==> src/rtl/fpu_addnorm_pkg.sv <==
// rtl/fpu_addnorm_pkg.sv - shared widths and request bundle for the add/sub post-normalization scheduler
package fpu_addnorm_pkg;

    localparam int MAN_DEF   = 22;
    localparam int EXP_DEF   = 7;
    localparam int TAG_W_DEF = 4;

    localparam int MANT_W  = 2*MAN_DEF + 4;
    localparam int NMANT_W = MAN_DEF + 2;
    localparam int EXPW    = EXP_DEF + 2;

    typedef struct packed {
        logic [MANT_W-1:0]    mantissa;
        logic [EXPW-1:0]      exponent;
        logic                 carry;
        logic                 eff_sub;
        logic                 eff_add;
        logic [2:0]           grs;
        logic [TAG_W_DEF-1:0] tag;
    } addnorm_req_t;

endpackage

==> src/rtl/fpu_rr_arbiter2.sv <==
// rtl/fpu_rr_arbiter2.sv - two-way round-robin grant; pointer moves past the winner on accept
module fpu_rr_arbiter2 (
    input  logic       clk,
    input  logic       rst_l,
    input  logic [1:0] valid,
    input  logic       accept,
    output logic [1:0] grant
);

    logic rr_ptr;

    always_comb begin
        grant    = 2'b00;
        grant[0] = valid[0] & (~valid[1] | ~rr_ptr);
        grant[1] = valid[1] & (~valid[0] |  rr_ptr);
    end

    always_ff @(posedge clk or negedge rst_l) begin
        if (!rst_l) begin
            rr_ptr <= 1'b0;
        end else if (accept) begin
            rr_ptr <= ~grant[1];
        end
    end

endmodule

==> src/rtl/fmadd_addnorm_scheduler.sv <==
// rtl/fmadd_addnorm_scheduler.sv - time-shares one add/sub post-normalization datapath between two requesters
module fmadd_addnorm_scheduler
    import fpu_addnorm_pkg::*;
#(
    parameter int MAN   = MAN_DEF,
    parameter int EXP   = EXP_DEF,
    parameter int TAG_W = TAG_W_DEF
) (
    input  logic                 clk,
    input  logic                 rst_l,
    input  logic                 flush,

    input  logic                 req0_valid,
    output logic                 req0_ready,
    input  logic [2*MAN+3:0]     req0_mantissa,
    input  logic [EXP+1:0]       req0_exponent,
    input  logic                 req0_carry,
    input  logic                 req0_eff_sub,
    input  logic                 req0_eff_add,
    input  logic [2:0]           req0_grs,
    input  logic [TAG_W-1:0]     req0_tag,

    input  logic                 req1_valid,
    output logic                 req1_ready,
    input  logic [2*MAN+3:0]     req1_mantissa,
    input  logic [EXP+1:0]       req1_exponent,
    input  logic                 req1_carry,
    input  logic                 req1_eff_sub,
    input  logic                 req1_eff_add,
    input  logic [2:0]           req1_grs,
    input  logic [TAG_W-1:0]     req1_tag,

    output logic [2*MAN+3:0]     pn_mantissa,
    output logic [EXP+1:0]       pn_exponent,
    output logic                 pn_carry,
    output logic                 pn_eff_sub,
    output logic                 pn_eff_add,
    output logic                 pn_guard,
    output logic                 pn_round,
    output logic                 pn_sticky,

    input  logic [MAN+1:0]       pn_res_mantissa,
    input  logic [EXP+1:0]       pn_res_exponent,
    input  logic [2:0]           pn_res_grs,

    output logic                 res_valid,
    input  logic                 res_ready,
    output logic [MAN+1:0]       res_mantissa,
    output logic [EXP+1:0]       res_exponent,
    output logic [2:0]           res_grs,
    output logic                 res_src,
    output logic [TAG_W-1:0]     res_tag,
    output logic                 err_illegal
);

    logic [1:0]   req_valid;
    logic [1:0]   grant;
    logic         s1_valid, s1_src;
    logic         s2_valid, s2_src;
    logic         s2_free, s1_adv, s1_load_ok, accept, win_illegal;
    addnorm_req_t req0, req1, win_req, s1_q;

    logic [MAN+1:0]   s2_mantissa;
    logic [EXP+1:0]   s2_exponent;
    logic [2:0]       s2_grs;
    logic [TAG_W-1:0] s2_tag;

    assign s2_free    = ~s2_valid | res_ready;
    assign s1_adv     = s1_valid & s2_free;
    assign s1_load_ok = ~s1_valid | s1_adv;
    assign req_valid  = {req1_valid, req0_valid};
    assign accept     = (|grant) & s1_load_ok & ~flush;
    assign req0_ready = grant[0] & s1_load_ok & ~flush;
    assign req1_ready = grant[1] & s1_load_ok & ~flush;

    fpu_rr_arbiter2 u_arb (
        .clk    (clk),
        .rst_l  (rst_l),
        .valid  (req_valid),
        .accept (accept),
        .grant  (grant)
    );

    always_comb begin
        req0 = '{mantissa: req0_mantissa, exponent: req0_exponent, carry: req0_carry,
                 eff_sub: req0_eff_sub, eff_add: req0_eff_add, grs: req0_grs, tag: req0_tag};
        req1 = '{mantissa: req1_mantissa, exponent: req1_exponent, carry: req1_carry,
                 eff_sub: req1_eff_sub, eff_add: req1_eff_add, grs: req1_grs, tag: req1_tag};
        win_req     = grant[1] ? req1 : req0;
        win_illegal = win_req.eff_sub & win_req.eff_add;
        // a request claiming both operations is treated as a subtraction
        win_req.eff_add = win_req.eff_add & ~win_req.eff_sub;
    end

    always_ff @(posedge clk or negedge rst_l) begin
        if (!rst_l) begin
            s1_valid    <= 1'b0;
            s1_src      <= 1'b0;
            s1_q        <= '0;
            err_illegal <= 1'b0;
        end else begin
            err_illegal <= accept & win_illegal;
            if (flush) begin
                s1_valid <= 1'b0;
            end else if (accept) begin
                s1_valid <= 1'b1;
                s1_src   <= grant[1];
                s1_q     <= win_req;
            end else if (s1_adv) begin
                s1_valid <= 1'b0;
            end
        end
    end

    always_ff @(posedge clk or negedge rst_l) begin
        if (!rst_l) begin
            s2_valid    <= 1'b0;
            s2_src      <= 1'b0;
            s2_tag      <= '0;
            s2_mantissa <= '0;
            s2_exponent <= '0;
            s2_grs      <= '0;
        end else if (flush) begin
            s2_valid <= 1'b0;
        end else if (s1_adv) begin
            s2_valid    <= 1'b1;
            s2_src      <= s1_src;
            s2_tag      <= s1_q.tag;
            s2_mantissa <= pn_res_mantissa;
            s2_exponent <= pn_res_exponent;
            s2_grs      <= pn_res_grs;
        end else if (res_ready) begin
            s2_valid <= 1'b0;
        end
    end

    assign pn_mantissa = s1_q.mantissa;
    assign pn_exponent = s1_q.exponent;
    assign pn_carry    = s1_q.carry;
    assign pn_eff_sub  = s1_q.eff_sub;
    assign pn_eff_add  = s1_q.eff_add;
    assign pn_guard    = s1_q.grs[2];
    assign pn_round    = s1_q.grs[1];
    assign pn_sticky   = s1_q.grs[0];

    assign res_valid    = s2_valid;
    assign res_src      = s2_src;
    assign res_tag      = s2_tag;
    assign res_mantissa = s2_mantissa;
    assign res_exponent = s2_exponent;
    assign res_grs      = s2_grs;

endmodule
==> config.mk <==
export PLATFORM = sky130hd
export DESIGN_NAME = fmadd_addnorm_scheduler
export DESIGN_NICKNAME = d
export VERILOG_FILES = /design/src/rtl/fpu_addnorm_pkg.sv /design/src/rtl/fpu_rr_arbiter2.sv /design/src/rtl/fmadd_addnorm_scheduler.sv
export SDC_FILE = /design/constraint.sdc
export NUM_CORES = 1
export LEC_CHECK = 0
export ABC_AREA = 1
export BUFFER_PORTS_ARGS = -buffer_cell sky130_fd_sc_hd__clkbuf_2
export CAP_MARGIN = 20
export CORE_MARGIN = 4
export CORE_UTILIZATION = 50
export DETAILED_ROUTE_END_ITERATION = 7
export PLACE_DENSITY = 0.84
export SYNTH_ARGS = -nofsm -noshare
export SYNTH_HDL_FRONTEND = slang
export SYNTH_SLANG_ARGS = --single-unit
==> constraint.sdc <==
create_clock -name clk -period 1.74 [get_ports clk]
set_input_delay 0.087 -clock clk [delete_from_list [all_inputs] [get_ports clk]]
set_output_delay 0.087 -clock clk [all_outputs]
set_load 0.01 [all_outputs]
==> impl_metrics.yaml <==
sta:
  fmax_mhz: 628
  finalSetupTns_ps: 0
  clock-skew-final_ps: 10.1
  worst_slack_ps: 149
  finalSetupViolCount: 0
  whs_ps: 19.9
  fin_crit_sh_pct: 91.4
  slew_headroom_pct: 59.3
  rsz0062_at_grt: "no"
  worst_pin_slew_ps: 610
  drv_slew: 0
  finalHoldViolCount: 0
  period_minus_slack_ps: 1590
yosys:
  synth.area.mux_share_pct: 0
  synth_cells: 758
  ys_types: 12
  synth-simple-area-share_pct: 30.4
  yosysWarnings: 0
  synth_nets: 934
  ys_seq_area_share_pct: 50.3
  ys_seq_elements: 113
  synth_top_family_by_area: "simple AND/OR/NAND/NOR gates"
  syn_area_mm2: 0.00562
  syn_avg_cell_area_um2: 7.41
  synth_adder_area_share_pct: 0
  synth_compound_area_share_pct: 4.45
  synth-xor-area-share_pct: 0
worst_setup_path:
  path_class: "register to output pin"
  worstPathRequired_ps: 1650
  critPathArrivalTime_ps: 1500
  end_kind: "output pin"
  cp-start-kind: "register"
  cp_max_fo: 38
drt:
  antenna_left: 0
  vias: 6550
  drcViolationCount: 0
  drt_wl_total_um: 21600
  routedWlPerCell_um: 16.7
  first_pass_iters: 5
  vias_per_cell: 5.08
  first_iter_violations: 737
placed_design:
  dpl_cell_area_mm2: 0.00670
  finalWeightedCongestion: 0.795
  post-place-ws_ps: 391
  port_buffers: 283
  dp_hpwl_um: 10700
power:
  leakage_nw: 5.23
  powerDensity_mw_per_mm2: 1070
  ir_worst_vdd_mv: 0.681
  totalPowerFinal_mw: 9.51
global_routing:
  grt-ovfl-total: 0
  grt_use_total_pct: 33.5
  grt_pass1_vias: 6897
  antenna_found_initial: 1
  grt_pass1_wl_um: 34100
  grt_max_degree: 114
layout:
  final_cell_area_mm2: 0.00891
  drive_gt1_share_pct: 28.8
  synthToLayoutAreaGrowth_pct: 58.6
  final_common_cell: "nand2_1"
  layout_common_cells: "439 x nand2_1, 282 x clkbuf_2, 158 x dlygate4sd3_1"
  final_nets: 1310
clock_network:
  clock_latency_ps: 400
  cts.clk_slew.worst_paths_ps: 50
  clock_tree.buffer_depth: 2
  cts_buffers: 17
  cts_tree: "built"
  root_buffer: "clkbuf_16"
  h-tree-depth: 4
  cts_resized: 0
  cts_sinks: 113
die:
  start_util_pct: 51.4
  core_mm2: 0.0109
  die_height_um: 114
  die_w_um: 114
  dieArea_mm2: 0.0130
  ios: 284
  rows: 38
hold_path:
  hold_class: "primary input to register"
run:
  max-cap-violations: 0
outcome:
  status: "finished, final reports clean"
-- layer usage --
metal  vias up  GRT usage, %  wire length (um)
met1      2952          38.2              7760
met2       505          54.8             10500
li1       2973             -                 -
met5         -             0                 0
met4         0          20.3              1120
met3       120          10.6              2160
-- through the flow --
stage / std cells / utilization (%)
finish: 1290 / 81.5
global route: 1288 / 81.5
CTS: 1287 / 81.4
detailed placement: 1097 / 61.2
global placement: 1097 / 61.2
floorplan: 758 / -
-- cell usage after synthesis --
library cell	n	area, um2
inv_2	1	3.75
o21ai_0	44	220
nor2_4	1	11.3
clkbuf_1	6	22.5
buf_2	16	80.1
inv_1	50	188
nand3_1	7	35.0
nor2_1	1	3.75
dfrtp_1	113	2830
nand2_1	441	1660
buf_4	72	541
o21ai_1	6	30.0
-- critical path, cell delays in order (launching register included) --
cell and delay, ps:
dfrtp_1 350, nand2_1 100, nand2_2 110, buf_12 210
nand2_1 110, inv_1 100, clkbuf_2 140
-- flip-flops by register name, summed over array words and instances (netlist names), 3 cells and up --
signal / count
pn_mantissa: 48
s1_q: 4
res_mantissa: 24
res_tag: 4
res_grs: 3
pn_exponent: 9
res_exponent: 9
-- power breakdown --
| group | leakage [nW] | switching (mW) | internal [mW] |
|---|---|---|---|
| registers | 1.40 | 0.305 | 3.13 |
| clock network | 0.300 | 1.25 | 2.44 |
| logic | 3.53 | 1.37 | 1.02 |
-- cell families (layout without fill, tap and decap cells) --
| kind of cell | count (synthesis) | after routing |
|---|---|---|
| flops | 113 | 113 |
| simple gates | 450 | 450 |
| buf+inv | 145 | 534 |
| other cells | 0 | 3 |
| compound gates | 50 | 50 |
-- worst paths after layout --
path	start	end	slack, ps	cells after the start
max	u_arb.rr_ptr$_DFFE_PN0P_	req1_ready	150	6
min	req0_valid	u_arb.rr_ptr$_DFFE_PN0P_	20	3
max reg2reg	u_arb.rr_ptr$_DFFE_PN0P_	err_illegal$_DFF_PN0_	330	8
min reg2reg	pn_mantissa[42]$_DFFE_PN0P_	pn_mantissa[42]$_DFFE_PN0P_	480	2
max in group asynchronous	rst_l	res_src$_DFFE_PN0P_	950	3
min in group asynchronous	rst_l	pn_mantissa[0]$_DFFE_PN0P_	290	3
-- timing repair --
action / CTS / global route
buffers inserted: 0 / 0
hold buffers: 158 / 0
endpoints found under the hold margin: 213 / 0
-- layout make-up --
| type | instances | area (um2) |
|---|---|---|
| fillers | 583 | 2020 |
| diodes | 3 | 7.51 |
| well taps | 140 | 175 |
| repair buffers | 451 | 3110 |
| multi-input cells | 500 | 1970 |
| clock buffers | 19 | 443 |
| clock inverters | 13 | 184 |
| inverters | 51 | 191 |
| flip-flops and latches | 113 | 2830 |
Note: power is estimated with default switching activity, not from simulation.
